### config.mk
export PLATFORM = sky130hd
export DESIGN_NAME = multi_lane_tu_mapper
export DESIGN_NICKNAME = d
export VERILOG_FILES = /design/src/rtl/multi_lane_tu_mapper_pkg.sv /design/src/rtl/multi_lane_tu_mapper_tu_slot_counter.sv /design/src/rtl/multi_lane_tu_mapper.sv
export SDC_FILE = /design/constraint.sdc
export NUM_CORES = 1
export LEC_CHECK = 0
export CORE_ASPECT_RATIO = 0.8
export CORE_MARGIN = 3
export CORE_UTILIZATION = 51
export DETAILED_ROUTE_END_ITERATION = 8
export GPL_ROUTABILITY_DRIVEN = 0
export GPL_TIMING_DRIVEN = 0
export MAX_ROUTING_LAYER = met4
export PLACE_DENSITY = 0.84
export SLEW_MARGIN = 25
export SYNTH_ARGS = -nofsm -noshare
export SYNTH_HDL_FRONTEND = slang
export SYNTH_SLANG_ARGS = --single-unit
### constraint.sdc
create_clock -name clk -period 6.1 [get_ports clk]
set_clock_uncertainty 0.15 [all_clocks]
set_input_delay 1.22 -clock clk [delete_from_list [all_inputs] [get_ports clk]]
set_output_delay 1.22 -clock clk [all_outputs]
set_load 0.03 [all_outputs]
### src/rtl/multi_lane_tu_mapper_pkg.sv
// Symbol constants and TU slot types shared by the TU mapper and its slot counter.
package dp_sym_pkg;

  localparam logic [7:0] SYM_FS   = 8'hFC;
  localparam logic [7:0] SYM_FE   = 8'hFE;
  localparam logic [7:0] SYM_FILL = 8'h00;

  typedef enum logic [1:0] {
    TU_DATA,
    TU_FS,
    TU_FILL,
    TU_FE
  } tu_state_t;

endpackage

### src/rtl/multi_lane_tu_mapper_tu_slot_counter.sv
// Slot counter, per-TU valid-count latch and slot-type FSM for one transfer unit.
// The type of the current slot is presented combinationally so that the lane
// muxes can register the matching symbol on the next enabled edge.
module tu_slot_counter
  import dp_sym_pkg::*;
#(
  parameter int TU_SIZE = 64,
  parameter int CNT_W   = $clog2(TU_SIZE + 1)
) (
  input  logic             clk,
  input  logic             rst,
  input  logic             i_en,
  input  logic [CNT_W-1:0] i_tu_valid_count,
  output tu_state_t        o_slot_type,
  output logic             o_tu_start
);

  localparam logic [CNT_W-1:0] TU_N    = CNT_W'(TU_SIZE);
  localparam logic [CNT_W-1:0] TU_LAST = CNT_W'(TU_SIZE - 1);
  localparam logic [CNT_W-1:0] ONE     = CNT_W'(1);
  localparam logic [CNT_W-1:0] TWO     = CNT_W'(2);

  logic [CNT_W-1:0] r_slot;
  logic [CNT_W-1:0] r_vc;
  tu_state_t        r_state;

  logic [CNT_W-1:0] w_vc;
  logic [CNT_W-1:0] w_stuff;
  logic [CNT_W-1:0] w_slot_inc;
  tu_state_t        w_type;
  tu_state_t        w_next_state;

  // Data count saturates at the TU length before any subtraction.
  function automatic logic [CNT_W-1:0] sat_vc(input logic [CNT_W-1:0] v);
    return (v > TU_N) ? TU_N : v;
  endfunction

  // Current slot type and next FSM state; slot 0 uses the freshly sampled count.
  always_comb begin
    w_vc         = (r_slot == '0) ? sat_vc(i_tu_valid_count) : r_vc;
    w_stuff      = TU_N - w_vc;
    w_slot_inc   = r_slot + ONE;
    w_type       = r_state;
    w_next_state = r_state;
    if (r_slot == '0) begin
      w_type = (w_vc == '0) ? TU_FS : TU_DATA;
    end
    case (w_type)
      TU_DATA: begin
        if (r_slot == TU_LAST)                            w_next_state = TU_DATA;
        else if (w_slot_inc == w_vc && w_stuff >= TWO)    w_next_state = TU_FS;
        else if (w_slot_inc == w_vc && w_stuff == ONE)    w_next_state = TU_FE;
        else                                              w_next_state = TU_DATA;
      end
      TU_FS:   w_next_state = (w_stuff > TWO) ? TU_FILL : TU_FE;
      TU_FILL: w_next_state = (w_slot_inc == TU_LAST) ? TU_FE : TU_FILL;
      TU_FE:   w_next_state = TU_DATA;
      default: w_next_state = TU_DATA;
    endcase
  end

  // Counter, count latch and state advance only on enabled slots.
  always_ff @(posedge clk) begin
    if (rst) begin
      r_slot  <= '0;
      r_vc    <= '0;
      r_state <= TU_DATA;
    end else if (i_en) begin
      r_slot  <= (r_slot == TU_LAST) ? '0 : w_slot_inc;
      r_vc    <= w_vc;
      r_state <= w_next_state;
    end
  end

  assign o_slot_type = w_type;
  assign o_tu_start  = (r_slot == '0);

endmodule

### src/rtl/multi_lane_tu_mapper.sv
// Multi-lane TU mapper: frames steered data into transfer units of data,
// FS/fill/FE stuffing, identical slot type on every lane, one-cycle latency.
module multi_lane_tu_mapper
  import dp_sym_pkg::*;
#(
  parameter int LANES   = 4,
  parameter int SYM_W   = 8,
  parameter int TU_SIZE = 64,
  parameter int CNT_W   = $clog2(TU_SIZE + 1)
) (
  input  logic                   clk,
  input  logic                   rst,
  input  logic                   sched_stream_en,
  input  logic [CNT_W-1:0]       tu_valid_count,
  input  logic [LANES*SYM_W-1:0] main_steered,
  input  logic                   main_valid,
  output logic                   am_data_ready,
  output logic [LANES*SYM_W-1:0] am_active_symbol,
  output logic [LANES-1:0]       am_control_sym_flag,
  output logic                   am_tu_start,
  output logic                   am_underflow,
  input  logic                   underflow_clr
);

  tu_state_t w_slot_type;
  logic      w_tu_start_p0;
  logic      r_tu_start_p1;
  logic      r_underflow;

  tu_slot_counter #(
    .TU_SIZE(TU_SIZE),
    .CNT_W  (CNT_W)
  ) u_slot_counter (
    .clk             (clk),
    .rst             (rst),
    .i_en            (sched_stream_en),
    .i_tu_valid_count(tu_valid_count),
    .o_slot_type     (w_slot_type),
    .o_tu_start      (w_tu_start_p0)
  );

  assign am_data_ready = sched_stream_en && (w_slot_type == TU_DATA);

  for (genvar g = 0; g < LANES; g++) begin : g_lane
    logic [SYM_W-1:0] w_sym_p0;
    logic             w_flag_p0;
    logic [SYM_W-1:0] r_sym_p1;
    logic             r_flag_p1;

    // Lane symbol select; a starved data slot sends the fill symbol.
    always_comb begin
      w_sym_p0  = SYM_W'(SYM_FILL);
      w_flag_p0 = 1'b0;
      case (w_slot_type)
        TU_DATA: w_sym_p0 = main_valid ? main_steered[g*SYM_W +: SYM_W] : SYM_W'(SYM_FILL);
        TU_FS: begin
          w_sym_p0  = SYM_W'(SYM_FS);
          w_flag_p0 = 1'b1;
        end
        TU_FE: begin
          w_sym_p0  = SYM_W'(SYM_FE);
          w_flag_p0 = 1'b1;
        end
        default: begin
          w_sym_p0  = SYM_W'(SYM_FILL);
          w_flag_p0 = 1'b0;
        end
      endcase
    end

    // p0 -> p1: lane output register, held while the scheduler stalls.
    always_ff @(posedge clk) begin
      if (rst) begin
        r_sym_p1  <= '0;
        r_flag_p1 <= 1'b0;
      end else if (sched_stream_en) begin
        r_sym_p1  <= w_sym_p0;
        r_flag_p1 <= w_flag_p0;
      end
    end

    assign am_active_symbol[g*SYM_W +: SYM_W] = r_sym_p1;
    assign am_control_sym_flag[g]             = r_flag_p1;
  end

  // p0 -> p1: TU start marker travels with the slot-0 symbols.
  always_ff @(posedge clk) begin
    if (rst)                  r_tu_start_p1 <= 1'b0;
    else if (sched_stream_en) r_tu_start_p1 <= w_tu_start_p0;
  end

  // Sticky underflow; a new underflow beats a simultaneous clear.
  always_ff @(posedge clk) begin
    if (rst)                                                          r_underflow <= 1'b0;
    else if (sched_stream_en && w_slot_type == TU_DATA && !main_valid) r_underflow <= 1'b1;
    else if (underflow_clr)                                           r_underflow <= 1'b0;
  end

  assign am_tu_start  = r_tu_start_p1;
  assign am_underflow = r_underflow;

endmodule

==> metrics.yaml, run 1 <==
hp-class: "reg2reg"
track_usage_pct: 24.2
max-cap-violations: 0
cts-root-buf: "clkbuf_8"
die_x_um: 89.5
critPathBufInv: 2
wire_per_inst_um: 15.0
ys_seq_area_share_pct: 35.9
antenna_cells: 0
fin_crit_ns: 5.51
ys_ff_latch: 51
mostFrequentLayoutCells: "clkdlybuf4s50_1, a21oi_1, dfxtp_1, nor2b_1, nor2_1"
post-route-util_pct: 73.5
drive_above_1_share_pct: 7.11
ctsResizeCount: 0
drc_errors: 0
slew_viol_final: 0
hold_buffers: 0
p_leak_nw: 1.43
clk_latency_ns: 0.30
worstSetupPathType: "in2out"
io_buffer_count: 80
cts_tree: "done"
cts_sinks: 51
clock.fmax_ghz: 0.181
layout.nets: 489
clk_pin_slew_worst_paths_ns: 0.09
placed_cell_area_sq_um: 3740
grt_pass1_vias: 2547
ys_types: 57
initial_core_util_pct: 54.6
die_area_sq_um: 6510
htree_num_levels: 2
syn_nets: 402
grt_pass1_wl_um: 12100
detail-route-antenna-nets: 0
max_stage_delay_ns: 0.70
hold_viol: 0
hpwl_um: 5850
synth_ff_type: "dfxtp_1"
run_status: "finished, final reports clean"
critPathLaunchType: "input pin"
cp.required_ns: 4.73
rows: 23
syn_to_final_growth_pct: 34.6
wirelength_um: 7640
synth_edf_count: 0
finalSetupViolCount: 0
die_h_um: 72.8
postSynthCellCount: 348
grt_max_degree: 16
cts_setup_buffers: 0
clockBufferDepth: 2
min_period_over_period_pct: 90.4
slew_headroom_pct: 55.8
syn_area_sq_um: 2840
path_cells: "clkdlybuf4s50_1, nor4b_1, a21oi_1, ha_1, nand3_1, o31a_1, ha_1, and2_1, clkdlybuf4s50_1"
via_count: 2783
peakVddDrop_mv: 0.129
cp_max_fo: 9
async_reset_ff_share_pct: 0
grt_setup_unrepaired: "false"
finalInstanceArea_sq_um: 3830
antenna_found_initial: 0
syn_area_per_cell_sq_um: 8.17
io_pins: 83
power_density_nw_per_um2: 202
viasPerCell: 5.45
crit_family: "buffers and inverters"
dr.pass1.iters: 5
drtIter0Drc: 236
grt.overflow.total: 0
critPathCaptureType: "output port"
hold_ws_ns: 0.332
cts_inserted_buffers: 5
core_area_sq_um: 5210
final_common_cell: "clkdlybuf4s50_1"
worstPathArrival_ns: 4.14
tightest_slew_ns: 0.661
crit_path_top_delay_cell: "clkdlybuf4s50_1"
fin_tns_setup_ns: 0
yosysWarnings: 0
==> final cells by class <==
cell class,count,area (sq um)
clock inverters,2,12.5
fillers,402,1380
multi-input cells,257,1630
well taps,75,93.8
flip-flops and latches,51,1020
clock buffers,6,72.6
plain buffers,30,158
repair buffers,80,801
inverters,10,37.5
==> logic make-up (layout without fill, tap and decap cells) <==
kind of cell	after synthesis	after routing	synth area share (%)
AOI/OAI and AO/OA	104	104	22.0
DFF	51	51	35.9
adders and majority gates	10	10	4.40
muxes	3	3	1.06
xor gates and xnor gates	8	8	2.46
buffers and inverters	40	128	6.86
and+or+nand+nor	132	132	27.3
==> synthesized netlist by cell type (2+ instances only) <==
cell      instances  area (sq um)
buf_6             3          33.8
o21ai_0           2          10.0
nor2_1           22          82.6
a31oi_1           2          12.5
a211oi_1          8          60.1
nand2_1          18          67.6
nand2b_1          9          56.3
or3_1             3          18.8
buf_2             3          15.0
nor3_1            5          25.0
and3_2            2          15.0
a311oi_1          2          17.5
ha_1             10           125
nand4_1           2          12.5
o31a_1            3          26.3
xor2_1            4          35.0
xnor2_1           4          35.0
a21oi_1          68           340
buf_4             5          37.5
buf_1             3          11.3
nor2b_1          34           213
nand3_1          14          70.1
inv_1             9          33.8
clkbuf_1         16          60.1
and2_1            3          18.8
dfxtp_1          51          1020
nor4_1            2          12.5
o211ai_1          3          22.5
o21ai_2           2          17.5
nor3b_1           3          22.5
nand3b_1          4          30.0
mux2i_1           3          30.0
a22oi_1           2          15.0
==> flip-flops by register name (all words and copies together), names as in the netlist <==
name                    flops
am_underflow                1
u_slot_counter.r_slot       7
g_lane.r_flag_p1            1
u_slot_counter.r_state      2
g_lane.r_sym_p1            32
am_tu_start                 1
u_slot_counter.r_vc         7
==> tightest hold or removal path, cell delays in order, from the launching register on <==
cell and delay [ns]:
dfxtp_1 0.32, nor2_1 0.08, nor3_1 0.04
==> per-stage QoR <==
stage,total power [mW],setup slack [ns],instances
2_1_floorplan,0.504,1.69,348
3_3_place_gp,0.586,0.683,503
3_5_place_dp,0.590,0.638,503
4_1_cts,0.778,0.613,511
5_1_grt,0.807,0.316,511
6_report,0.774,0.587,511
==> per-layer routing <==
metal	vias up	part of all wire [%]	global-route usage (%)
met5	-	0	-
met4	0	0.20	3.47
li1	1386	-	-
met1	1296	49	36.0
met3	2	6.1	4.85
met2	99	45	34.4
==> path summary, 6_finish.rpt <==
kind	start	to	slack, ns	cells after the start
max	tu_valid_count[1]	am_data_ready	0.59	9
min reg2reg	g_lane[3].r_sym_p1[1]	g_lane[3].r_sym_p1[1]	0.33	2
min	g_lane[3].r_sym_p1[1]	g_lane[3].r_sym_p1[1]	0.33	2
max reg2reg	u_slot_counter.r_slot[0]	g_lane[1].r_sym_p1[6]	1.62	15
==> where the power goes <==
| group | internal [mW] | leakage, nW | switching, mW |
|---|---|---|---|
| registers | 0.352 | 0.417 | 0.0127 |
| clock network | 0.0804 | 0.0412 | 0.109 |
| logic | 0.100 | 0.970 | 0.119 |
| total | 0.533 | 1.43 | 0.241 |
Note: power is estimated with default switching activity, not from simulation.
==> run 2, diff against run 1 <==
Settings changed: CORE_ASPECT_RATIO 0.8 to not set, CORE_UTILIZATION 51 to 48, PLACE_DENSITY 0.84 to 0.8.
Clock period 6.1 ns to 5.8 ns, I/O delays scaled along.
==> metrics.yaml, run 2 (synthesis results as in run 1) <==
dr.pass1.iters: 4  # was 5
grt_pass1_vias: 2710  # was 2547
antenna_found_initial: 0  # unchanged
slew_headroom_pct: 56.8  # was 55.8%
detail-route-antenna-nets: 0  # unchanged
worstPathArrival_ns: 4.05  # was 4.14 ns
largest_reg_flops: 32  # unchanged
post-route-util_pct: 68.5  # was 73.5%
wirelength_um: 7980  # was 7640 um
via_count: 2838  # was 2783
die_area_sq_um: 6880  # was 6510 sq um
syn_to_final_growth_pct: 35.0  # was 34.6%
grt_pass1_wl_um: 13200  # was 12100 um
track_usage_pct: 23.8  # was 24.2%
critPathLaunchType: "input pin"  # unchanged
power_density_nw_per_um2: 218  # was 202 nW/um^2
final_common_cell: "clkdlybuf4s50_1"  # unchanged
r2r_start: "u_slot_counter.r_slot[0]"  # unchanged
mostFrequentLayoutCells: "clkdlybuf4s50_1, a21oi_1, dfxtp_1, nor2b_1, nor2_1"  # unchanged
clk_latency_ns: 0.31  # was 0.30 ns
cp_max_fo: 9  # unchanged
n_fill_cell: 499  # was 402
p_int_mw: 0.574  # was 0.533 mW
hpwl_um: 6010  # was 5850 um
setup.worst_path.start: "tu_valid_count[0]"  # was tu_valid_count[1]
worstSetupPathType: "in2out"  # unchanged
total_power_mw: 0.838  # was 0.774 mW
grt_max_degree: 17  # was 16
drc_errors: 0  # unchanged
hold_viol: 0  # unchanged
cts_tree: "done"  # unchanged
hold_buffers: 0  # unchanged
ctsResizeCount: 0  # unchanged
largestRegisters: "g_lane.r_sym_p1: 32 flops, u_slot_counter.r_slot: 7 flops, u_slot_counter.r_vc: 7 flops"  # unchanged
core_area_sq_um: 5610  # was 5210 sq um
wire_per_inst_um: 15.7  # was 15.0 um
cts_setup_buffers: 0  # unchanged
p_clk_share_pct: 26.5  # was 24.5%
io_pins: 83  # unchanged
tightest_slew_ns: 0.640  # was 0.661 ns
grt_setup_unrepaired: "false"  # unchanged
run_status: "finished, final reports clean"  # unchanged
cp.required_ns: 4.49  # was 4.73 ns
p_sw_share_pct: 31.5  # was 31.2%
min_period_over_period_pct: 92.4
seq_power_share_pct: 45.8  # was 47.1%
critPathCaptureType: "output port"  # unchanged
htree_num_levels: 2  # unchanged
clk_pin_slew_worst_paths_ns: 0.09  # about the same
fin_tns_setup_ns: 0  # unchanged
max-cap-violations: 0  # unchanged
peakVddDrop_mv: 0.169  # was 0.129 mV
cts-root-buf: "clkbuf_8"  # unchanged
drive_above_1_share_pct: 7.57  # was 7.11%
fin_crit_ns: 5.36
layout.nets: 489  # unchanged
drtIter0Drc: 218  # was 236
io_buffer_count: 80  # unchanged
p_comb_share_pct: 27.7  # was 28.4%
hp-start: "u_slot_counter.r_vc[5]"  # was g_lane[3].r_sym_p1[1]
finalSetupViolCount: 0  # unchanged
clockBufferDepth: 2  # unchanged
slew_viol_final: 0  # unchanged
initial_core_util_pct: 50.7  # was 54.6%
grt.overflow.total: 0  # unchanged
cts_sinks: 51  # unchanged
viasPerCell: 5.59  # was 5.45
hp-class: "reg2reg"  # unchanged
die_x_um: 83.0  # was 89.5 um
top_register: "g_lane.r_sym_p1"  # unchanged
clock.fmax_ghz: 0.187
switchingPower_mw: 0.264  # was 0.241 mW
antenna_cells: 0  # unchanged
p_leak_nw: 1.44  # was 1.43 nW
cts_inserted_buffers: 5  # unchanged
die_h_um: 83.0  # was 72.8 um
rows: 27  # was 23
[run 2: cell count changes in the layout (fill, tap and decap cells not counted)]
cell        delta
a21oi_1        -1
a21oi_2        +1
clkbuf_1       -1
clkbuf_8       +1
clkinvlp_4     -1
inv_6          +1
[run 2: area by class of cell]
cell class | instances | area [sq um] | area share, %
inverters | 10 | 37.5 | 0.978
multi-input cells | 257 | 1640 | 42.6
flip-flops and latches | 51 | 1020 | 26.6
clock inverters | 2 | 13.8 | 0.358
clock buffers | 6 | 82.6 | 2.15
well taps | 72 | 90.1 | 2.35
plain buffers | 30 | 158 | 4.11
repair buffers | 80 | 801 | 20.9
[run 2: metrics by stage]
stage | cell area, sq um | std cells | setup slack, ns | hold slack [ns]
floorplan | 2840 | 348 | 1.51 | 0.296
finish | 3840 | 508 | 0.443 | 0.335
global route | 3840 | 508 | 0.163 | 0.347
CTS | 3840 | 508 | 0.353 | 0.333
global placement | 3730 | 500 | 0.475 | 0.307
detailed placement | 3740 | 500 | 0.450 | 0.317
[run 2: final timing paths]
kind,end,slack (ns),cells past startpoint
setup / recovery,am_data_ready,0.44,9
hold / removal,u_slot_counter.r_vc[5],0.33,2
setup reg to reg,g_lane[1].r_sym_p1[6],1.49,15
hold reg to reg,u_slot_counter.r_vc[5],0.33,2
[run 2: per-layer routing]
layer	wire [um]	GRT usage, %	vias to the layer above
met3	390	3.87	4
met5	0	-	-
li1	-	-	1392
met4	79	5.35	0
met1	3480	30.5	1352
met2	4030	39.5	90
[run 2: worst max-delay path, stage by stage]
cell and delay, ns:
clkdlybuf4s50_1 0.47, nor2b_1 0.28, mux2i_1 0.21, ha_1 0.26, nand3_1 0.10, o31a_1 0.25, ha_1 0.39, and2_1 0.21
clkdlybuf4s50_1 0.70
[run 2: power groups by stage]
stage	clock, mW	combinational, mW	sequential [mW]
final	0.222	0.232	0.384
after global routing	0.238	0.251	0.386
after CTS	0.225	0.231	0.383
after detailed placement	0	0.230	0.391
after global placement	0	0.226	0.390
after floorplan	0	0.111	0.418
